===== src/rtl/pipe_stage_regs_pkg.sv =====
// Shared constants for the fetch/decode/execute pipeline registers.
// Ports: none (package). Holds the NOP encoding, the bubble control word,
// control-bundle field offsets and the default reset PC.
package pipe_stage_regs_pkg;

  localparam logic [31:0] NOP_INSTR        = 32'h0000_0013;  // addi x0, x0, 0
  localparam logic [15:0] CTRL_BUBBLE      = 16'h0000;
  localparam logic [31:0] DEFAULT_RESET_PC = 32'h0000_0000;

  // Control bundle layout (bit offsets inside ctrl_D / ctrl_E)
  localparam int CTRL_REGWRITE     = 0;
  localparam int CTRL_RESULTSRC_LO = 1;  // 2 bits
  localparam int CTRL_MEMWRITE     = 3;
  localparam int CTRL_JUMP         = 4;
  localparam int CTRL_BRANCH       = 5;
  localparam int CTRL_ALUSRC       = 6;
  localparam int CTRL_ALUCTRL_LO   = 7;  // 3 bits

  // Packs individual decode fields into a control bundle.
  function automatic logic [15:0] make_ctrl(input logic       reg_write,
                                            input logic [1:0] result_src,
                                            input logic       mem_write,
                                            input logic       jump,
                                            input logic       branch,
                                            input logic       alu_src,
                                            input logic [2:0] alu_ctrl);
    logic [15:0] c;
    c = CTRL_BUBBLE;
    c[CTRL_REGWRITE]                            = reg_write;
    c[CTRL_RESULTSRC_LO +: 2]                   = result_src;
    c[CTRL_MEMWRITE]                            = mem_write;
    c[CTRL_JUMP]                                = jump;
    c[CTRL_BRANCH]                              = branch;
    c[CTRL_ALUSRC]                              = alu_src;
    c[CTRL_ALUCTRL_LO +: 3]                     = alu_ctrl;
    return c;
  endfunction

endpackage


===== src/rtl/pipe_stage_regs_if.sv =====
// Bus between the hazard unit / datapath and the pipeline register block.
// Ports: stall/flush controls, redirect target, fetch instruction, decode-side
// operands in; fetch PC, IF/ID and ID/EX copies, event counters out.
interface pipe_stage_regs_if #(
  parameter int XLEN   = 32,
  parameter int CTRL_W = 16,
  parameter int CNT_W  = 32
);
  // controls and fetch side
  logic              stall;
  logic              flush;
  logic [XLEN-1:0]   pc_target_E;
  logic [31:0]       instr_F;
  logic [XLEN-1:0]   pc_F;
  // IF/ID
  logic [31:0]       instr_D;
  logic [XLEN-1:0]   pc_D;
  logic [XLEN-1:0]   pcplus4_D;
  logic              valid_D;
  // decode-side inputs
  logic [CTRL_W-1:0] ctrl_D;
  logic [XLEN-1:0]   rd1_D, rd2_D, imm_D;
  logic [4:0]        rs1_D, rs2_D, rd_D;
  // ID/EX
  logic [CTRL_W-1:0] ctrl_E;
  logic [XLEN-1:0]   rd1_E, rd2_E, imm_E, pc_E, pcplus4_E;
  logic [4:0]        rs1_E, rs2_E, rd_E;
  logic              valid_E;
  // performance counters
  logic [CNT_W-1:0]  stall_cnt;
  logic [CNT_W-1:0]  flush_cnt;

  modport master (
    output stall, flush, pc_target_E, instr_F,
    output ctrl_D, rd1_D, rd2_D, imm_D, rs1_D, rs2_D, rd_D,
    input  pc_F, instr_D, pc_D, pcplus4_D, valid_D,
    input  ctrl_E, rd1_E, rd2_E, imm_E, pc_E, pcplus4_E, rs1_E, rs2_E, rd_E, valid_E,
    input  stall_cnt, flush_cnt
  );

  modport slave (
    input  stall, flush, pc_target_E, instr_F,
    input  ctrl_D, rd1_D, rd2_D, imm_D, rs1_D, rs2_D, rd_D,
    output pc_F, instr_D, pc_D, pcplus4_D, valid_D,
    output ctrl_E, rd1_E, rd2_E, imm_E, pc_E, pcplus4_E, rs1_E, rs2_E, rd_E, valid_E,
    output stall_cnt, flush_cnt
  );
endinterface


===== src/rtl/pipe_stage_regs_pipe_reg.sv =====
// Generic pipeline register with enable and synchronous clear.
// Ports: clk, rst (sync, active-high), en (load d), clr (load CLR_VAL), d, q.
// Reset and clear both load CLR_VAL; clear takes priority over enable.
module pipe_reg #(
  parameter int               WIDTH   = 32,
  parameter logic [WIDTH-1:0] CLR_VAL = '0
) (
  input  logic             clk,
  input  logic             rst,
  input  logic             en,
  input  logic             clr,
  input  logic [WIDTH-1:0] d,
  output logic [WIDTH-1:0] q
);

  always_ff @(posedge clk) begin
    if (rst || clr) begin
      q <= CLR_VAL;
    end else if (en) begin
      q <= d;
    end
  end

endmodule


===== src/rtl/pipe_stage_regs.sv =====
// PC, IF/ID and ID/EX registers of the RV32I core with stall/flush handling.
// Ports: clk, rst (sync, active-high), bus (slave side of pipe_stage_regs_if).
// Priority rst > flush > stall > advance; saturating stall/flush event counters.
module pipe_stage_regs
  import pipe_stage_regs_pkg::*;
#(
  parameter int              XLEN     = 32,
  parameter logic [XLEN-1:0] RESET_PC = DEFAULT_RESET_PC,
  parameter int              CTRL_W   = 16,
  parameter int              CNT_W    = 32
) (
  input  logic              clk,
  input  logic              rst,
  pipe_stage_regs_if.slave  bus
);

  localparam int IFID_W = 32 + 2 * XLEN + 1;
  localparam int IDEX_W = CTRL_W + 5 * XLEN + 15 + 1;

  localparam logic [IFID_W-1:0] IFID_BUBBLE = {NOP_INSTR, {(2 * XLEN + 1){1'b0}}};
  // Bubble zeroes register indices too, so forwarding/load-use compares never
  // match a stale destination.
  localparam logic [IDEX_W-1:0] IDEX_BUBBLE = {CTRL_W'(CTRL_BUBBLE), {(IDEX_W - CTRL_W){1'b0}}};

  // ---------------- PC ----------------
  logic [XLEN-1:0] pc_q, pc_plus4, pc_next;

  assign pc_plus4 = pc_q + XLEN'(4);
  assign pc_next  = bus.flush ? bus.pc_target_E : pc_plus4;

  // Flush must redirect even when a stall is requested the same cycle.
  pipe_reg #(.WIDTH(XLEN), .CLR_VAL(RESET_PC)) u_pc (
    .clk (clk),
    .rst (rst),
    .en  (bus.flush | ~bus.stall),
    .clr (1'b0),
    .d   (pc_next),
    .q   (pc_q)
  );

  // ---------------- IF/ID ----------------
  logic [IFID_W-1:0] ifid_q;
  logic [31:0]       instr_D;
  logic [XLEN-1:0]   pc_D, pcplus4_D;
  logic              valid_D;

  pipe_reg #(.WIDTH(IFID_W), .CLR_VAL(IFID_BUBBLE)) u_ifid (
    .clk (clk),
    .rst (rst),
    .en  (~bus.stall),
    .clr (bus.flush),
    .d   ({bus.instr_F, pc_q, pc_plus4, 1'b1}),
    .q   (ifid_q)
  );

  assign {instr_D, pc_D, pcplus4_D, valid_D} = ifid_q;

  // ---------------- ID/EX ----------------
  logic [IDEX_W-1:0] idex_q;

  pipe_reg #(.WIDTH(IDEX_W), .CLR_VAL(IDEX_BUBBLE)) u_idex (
    .clk (clk),
    .rst (rst),
    .en  (1'b1),
    .clr (bus.flush | bus.stall),
    .d   ({bus.ctrl_D, bus.rd1_D, bus.rd2_D, bus.imm_D, pc_D, pcplus4_D,
           bus.rs1_D, bus.rs2_D, bus.rd_D, valid_D}),
    .q   (idex_q)
  );

  // ---------------- event counters ----------------
  logic [CNT_W-1:0] stall_cnt, flush_cnt;

  always_ff @(posedge clk) begin
    if (rst) begin
      stall_cnt <= '0;
      flush_cnt <= '0;
    end else if (bus.flush) begin
      if (flush_cnt != '1) flush_cnt <= flush_cnt + CNT_W'(1);
    end else if (bus.stall) begin
      if (stall_cnt != '1) stall_cnt <= stall_cnt + CNT_W'(1);
    end
  end

  // ---------------- outputs ----------------
  assign bus.pc_F      = pc_q;
  assign bus.instr_D   = instr_D;
  assign bus.pc_D      = pc_D;
  assign bus.pcplus4_D = pcplus4_D;
  assign bus.valid_D   = valid_D;
  assign {bus.ctrl_E, bus.rd1_E, bus.rd2_E, bus.imm_E, bus.pc_E, bus.pcplus4_E,
          bus.rs1_E, bus.rs2_E, bus.rd_E, bus.valid_E} = idex_q;
  assign bus.stall_cnt = stall_cnt;
  assign bus.flush_cnt = flush_cnt;

endmodule

===== src/flat_wrapper.sv =====
// flat-port wrapper written by rule: the top's interface ports become plain ports
module pipe_stage_regs_flat import pipe_stage_regs_pkg::*;
#(
  parameter int              XLEN     = 32,
  parameter logic [XLEN-1:0] RESET_PC = DEFAULT_RESET_PC,
  parameter int              CTRL_W   = 16,
  parameter int              CNT_W    = 32
)
  (clk, rst, bus_stall, bus_flush, bus_pc_target_E, bus_instr_F, bus_ctrl_D, bus_rd1_D, bus_rd2_D, bus_imm_D, bus_rs1_D, bus_rs2_D, bus_rd_D, bus_pc_F, bus_instr_D, bus_pc_D, bus_pcplus4_D, bus_valid_D, bus_ctrl_E, bus_rd1_E, bus_rd2_E, bus_imm_E, bus_pc_E, bus_pcplus4_E, bus_rs1_E, bus_rs2_E, bus_rd_E, bus_valid_E, bus_stall_cnt, bus_flush_cnt);
  pipe_stage_regs_if #(.XLEN(XLEN), .CTRL_W(CTRL_W), .CNT_W(CNT_W)) bus_i ();
  input  logic clk;
  input  logic rst;
  input wire logic [$bits(bus_i.stall)-1:0] bus_stall;
  input wire logic [$bits(bus_i.flush)-1:0] bus_flush;
  input wire logic [$bits(bus_i.pc_target_E)-1:0] bus_pc_target_E;
  input wire logic [$bits(bus_i.instr_F)-1:0] bus_instr_F;
  input wire logic [$bits(bus_i.ctrl_D)-1:0] bus_ctrl_D;
  input wire logic [$bits(bus_i.rd1_D)-1:0] bus_rd1_D;
  input wire logic [$bits(bus_i.rd2_D)-1:0] bus_rd2_D;
  input wire logic [$bits(bus_i.imm_D)-1:0] bus_imm_D;
  input wire logic [$bits(bus_i.rs1_D)-1:0] bus_rs1_D;
  input wire logic [$bits(bus_i.rs2_D)-1:0] bus_rs2_D;
  input wire logic [$bits(bus_i.rd_D)-1:0] bus_rd_D;
  output wire logic [$bits(bus_i.pc_F)-1:0] bus_pc_F;
  output wire logic [$bits(bus_i.instr_D)-1:0] bus_instr_D;
  output wire logic [$bits(bus_i.pc_D)-1:0] bus_pc_D;
  output wire logic [$bits(bus_i.pcplus4_D)-1:0] bus_pcplus4_D;
  output wire logic [$bits(bus_i.valid_D)-1:0] bus_valid_D;
  output wire logic [$bits(bus_i.ctrl_E)-1:0] bus_ctrl_E;
  output wire logic [$bits(bus_i.rd1_E)-1:0] bus_rd1_E;
  output wire logic [$bits(bus_i.rd2_E)-1:0] bus_rd2_E;
  output wire logic [$bits(bus_i.imm_E)-1:0] bus_imm_E;
  output wire logic [$bits(bus_i.pc_E)-1:0] bus_pc_E;
  output wire logic [$bits(bus_i.pcplus4_E)-1:0] bus_pcplus4_E;
  output wire logic [$bits(bus_i.rs1_E)-1:0] bus_rs1_E;
  output wire logic [$bits(bus_i.rs2_E)-1:0] bus_rs2_E;
  output wire logic [$bits(bus_i.rd_E)-1:0] bus_rd_E;
  output wire logic [$bits(bus_i.valid_E)-1:0] bus_valid_E;
  output wire logic [$bits(bus_i.stall_cnt)-1:0] bus_stall_cnt;
  output wire logic [$bits(bus_i.flush_cnt)-1:0] bus_flush_cnt;
  assign bus_i.stall = bus_stall;
  assign bus_i.flush = bus_flush;
  assign bus_i.pc_target_E = bus_pc_target_E;
  assign bus_i.instr_F = bus_instr_F;
  assign bus_i.ctrl_D = bus_ctrl_D;
  assign bus_i.rd1_D = bus_rd1_D;
  assign bus_i.rd2_D = bus_rd2_D;
  assign bus_i.imm_D = bus_imm_D;
  assign bus_i.rs1_D = bus_rs1_D;
  assign bus_i.rs2_D = bus_rs2_D;
  assign bus_i.rd_D = bus_rd_D;
  assign bus_pc_F = bus_i.pc_F;
  assign bus_instr_D = bus_i.instr_D;
  assign bus_pc_D = bus_i.pc_D;
  assign bus_pcplus4_D = bus_i.pcplus4_D;
  assign bus_valid_D = bus_i.valid_D;
  assign bus_ctrl_E = bus_i.ctrl_E;
  assign bus_rd1_E = bus_i.rd1_E;
  assign bus_rd2_E = bus_i.rd2_E;
  assign bus_imm_E = bus_i.imm_E;
  assign bus_pc_E = bus_i.pc_E;
  assign bus_pcplus4_E = bus_i.pcplus4_E;
  assign bus_rs1_E = bus_i.rs1_E;
  assign bus_rs2_E = bus_i.rs2_E;
  assign bus_rd_E = bus_i.rd_E;
  assign bus_valid_E = bus_i.valid_E;
  assign bus_stall_cnt = bus_i.stall_cnt;
  assign bus_flush_cnt = bus_i.flush_cnt;
  pipe_stage_regs #(.XLEN(XLEN), .RESET_PC(RESET_PC), .CTRL_W(CTRL_W), .CNT_W(CNT_W)) u_core (.clk(clk), .rst(rst), .bus(bus_i));
endmodule

===== config.mk =====
export PLATFORM = sky130hd
export DESIGN_NAME = pipe_stage_regs_flat
export DESIGN_NICKNAME = d
export VERILOG_FILES = /design/src/rtl/pipe_stage_regs_pkg.sv /design/src/rtl/pipe_stage_regs_if.sv /design/src/rtl/pipe_stage_regs_pipe_reg.sv /design/src/rtl/pipe_stage_regs.sv /design/src/flat_wrapper.sv
export SDC_FILE = /design/constraint.sdc
export NUM_CORES = 1
export LEC_CHECK = 0
export BUFFER_PORTS_ARGS = -buffer_cell sky130_fd_sc_hd__buf_2
export CAP_MARGIN = 10
export CELL_PAD_IN_SITES_DETAIL_PLACEMENT = 1
export CELL_PAD_IN_SITES_GLOBAL_PLACEMENT = 1
export CORE_AREA = 2 2 227 229
export CTS_CLUSTER_DIAMETER = 40
export DETAILED_ROUTE_END_ITERATION = 8
export DIE_AREA = 0 0 229 231
export GPL_TIMING_DRIVEN = 0
export PLACE_DENSITY = 0.75
export SETUP_SLACK_MARGIN = 0.05
export SYNTH_ARGS = -nofsm -noshare
export SYNTH_HDL_FRONTEND = slang
export SYNTH_SLANG_ARGS = --single-unit

===== constraint.sdc =====
create_clock -name clk -period 2 [get_ports clk]
set_input_delay 0.3 -clock clk [delete_from_list [all_inputs] [get_ports clk]]
set_output_delay 0.3 -clock clk [all_outputs]
set_load 0.03 [all_outputs]

==> out/metrics.cfg <==
[power_and_ir_drop]
p_sw_frac=0.258
p_seq_frac=0.353
pwr-share-clk=0.569
power_uw=22400
ir_drop_uv=615
leakagePower_uw=0.0108
combPwrFrac=0.078
power.density_mw_per_mm2=958
netSwitchingPower_uw=5770
p_int_uw=16600

[final_layout]
filler_cell_count=5655
drive_gt1_frac=0.449
area_growth_pct=75.5
fin_util=0.462
nNetsFinal=2434

[detailed_routing]
via_per_inst=4.75
routed_wl_mm=71.3
drtIter0Drc=568
first_pass_iters=5
drc=0
num_vias=14157
postRouteAntennaNets=0
routedWlPerCell_um=23.9

[timing]
finClkSkew_ns=0.0214
final_max_slew_viol_count=0
finalHoldViolCount=0
tightest_slew_ns=1.00
period_minus_slack_ns=2.11
setup_viol=28
fin_ws_ns=-0.113
max_freq_ghz=0.473
finalCritPeriodShare=1.06
rsz0062_at_grt=yes
max-slew-margin-rel=0.330

[worst_setup_path]
path_max_fanout=8
required_ns=2.51
start_kind=flop
critical_path_class=flop to flop
arrival_ns=2.62
endpoint_kind=flop
r2r_slack_ns=-0.11

[cts]
numCtsBuffers=71
clock_sinks=381
insertion_delay_ns=0.59
cts_buffer_depth=3
cts_tree=built
cts_root_buf=clkbuf_16
h-tree-depth=3
clkSlewWorstSetupHoldPaths_ns=0.05

[place]
portBuffers=577
dp_hpwl_mm=45.5
gp_congestion=0.953

[synth]
synthCells=1309
async_reset_ff_frac=0
synth.net_count=1507
ys.flop_type=dfxtp_1
ys_types=57
synth_warnings=0
syn_area_mm2=0.0133
synth-seq-cells=381
syn_avg_cell_area_um2=10.2
synth_edf_count=0
ys_seq_area_frac=0.572

[flow_run]
maxCapViolations=0

[floorplan]
initial_core_util=0.263
die_h_um=231
design.die.area_mm2=0.0529
ioPinCount=580
die_w_um=229
row_count=83
core_mm2=0.0507

[outcome]
status=finished with violations
failed_checks=setup timing

[global_route]
grt_usage=0.252
antenna_found_initial=13
grt_pass1_wl_mm=100
grt_pass1_vias=15245
grt_max_degree=14
gr-total-overflow=0

[hold_path]
worstHoldPathType=input pin to flop

[cell families after synthesis]
family	after synthesis	synth area share
muxes	19	0.0147
xor gates and xnor gates	67	0.0440
AOI/OAI and AO/OA	217	0.113
adders and majority gates	3	0.00282
and+or+nand+nor	514	0.220
DFF	381	0.572
buffers and inverters	108	0.0342
[state kept, by name, indices dropped and copies added, names as in the netlist]
name,cells
u_core.bus.flush_cnt,32
u_core.bus.stall_cnt,32
u_core.u_idex.q,190
u_core.u_ifid.q,95
u_core.u_pc.q,32
[layout make-up]
type                            count  area (µm²)  area share
Clock buffer                       84        1950      0.0832
Antenna cell                        7        17.5    0.000749
Timing Repair Buffer              858        5610       0.240
Sequential cell                   381        7800       0.333
Inverter                           21        78.8     0.00337
Multi-Input combinational cell    820        6020       0.257
Tap cell                          680         851      0.0364
Clock inverter                     47         607      0.0259
Buffer                             83         468      0.0200
[synth_stat cells (21+ instances only)]
| master | count | share of area |
|---|---|---|
| a21oi_1 | 53 | 0.020 |
| a22o_1 | 58 | 0.038 |
| and2_1 | 191 | 0.090 |
| clkbuf_1 | 69 | 0.019 |
| dfxtp_1 | 381 | 0.57 |
| inv_1 | 21 | 0.0059 |
| nand2_1 | 70 | 0.020 |
| nand3_1 | 40 | 0.015 |
| nand4_1 | 21 | 0.0099 |
| nor2_1 | 68 | 0.019 |
| nor3_1 | 22 | 0.0083 |
| o21ai_0 | 39 | 0.015 |
| or3_1 | 24 | 0.011 |
| xnor2_1 | 34 | 0.022 |
| xor2_1 | 33 | 0.022 |
[power groups by stage]
stage | clock [µW] | sequential, µW | combinational [µW]
2_1_floorplan | 0 | 8350 | 383
3_3_place_gp | 0 | 8050 | 1300
3_5_place_dp | 0 | 8060 | 1320
4_1_cts | 12900 | 7910 | 1670
5_1_grt | 13400 | 7910 | 1850
6_report | 12800 | 7900 | 1740
[final timing paths]
kind,from,end,depth (start not counted)
min,bus_pc_target_E[18],u_core.u_pc.q[18]$_SDFFE_PP0N_,4
max,u_core.bus.flush_cnt[6]$_SDFFE_PP0P_,u_core.bus.flush_cnt[31]$_SDFFE_PP0P_,6
max reg2reg,u_core.bus.flush_cnt[6]$_SDFFE_PP0P_,u_core.bus.flush_cnt[31]$_SDFFE_PP0P_,6
min reg2reg,u_core.u_ifid.q[69]$_SDFFE_PP1N_,u_core.u_ifid.q[69]$_SDFFE_PP1N_,1
[critical path, cell delays in order (launching register included)]
cell	delay [ns]
dfxtp_4	0.39
nand4_1	0.24
nor4_4	0.43
o211ai_1	0.22
buf_4	0.21
or4_4	0.42
a21oi_2	0.14
[per-stage QoR]
step	TNS, ns	setup WS (ns)	instances	area (µm²)	hold slack, ns
floorplan	-0.383	-0.0816	1309	13600	0.422
global placement	-306.53	-1.47	2566	17300	0.441
detailed placement	-307.76	-1.48	2566	17300	0.454
CTS	-0.880	-0.132	2930	22500	0.0163
global route	-2.92	-0.168	2981	23400	0.0483
finish	-1.48	-0.113	2981	23400	0.0624
[per-layer routing]
| metal | wire length [µm] | vias up | track usage |
|---|---|---|---|
| li1 | - | 6410 | - |
| met1 | 26200 | 6976 | 0.265 |
| met2 | 37000 | 601 | 0.462 |
| met3 | 4710 | 166 | 0.0683 |
| met4 | 3320 | 4 | 0.121 |
| met5 | 14 | - | 0 |
[placed cells by master, fill, tap and decap left out, drive strengths merged, types with 46 or more instances in the layout]
| master | instances |
|---|---|
| a21oi | 53 |
| dlygate4sd3 | 179 |
| a22o | 58 |
| clkbuf | 144 |
| buf | 702 |
| nand2 | 70 |
| dfxtp | 381 |
| o21ai | 46 |
| and2 | 191 |
| nor2 | 68 |
[timing repair]
item / CTS / global route
hold buffers: 179 / 0
pin swaps: 36 / 61
setup endpoints to repair: 336 / 92
hold endpoints to repair: 179 / 0
resized for setup: 108 / 114
gates cloned: 5 / 0
buffers inserted: 53 / 48
No activity file was read; power rests on OpenSTA's default activity.
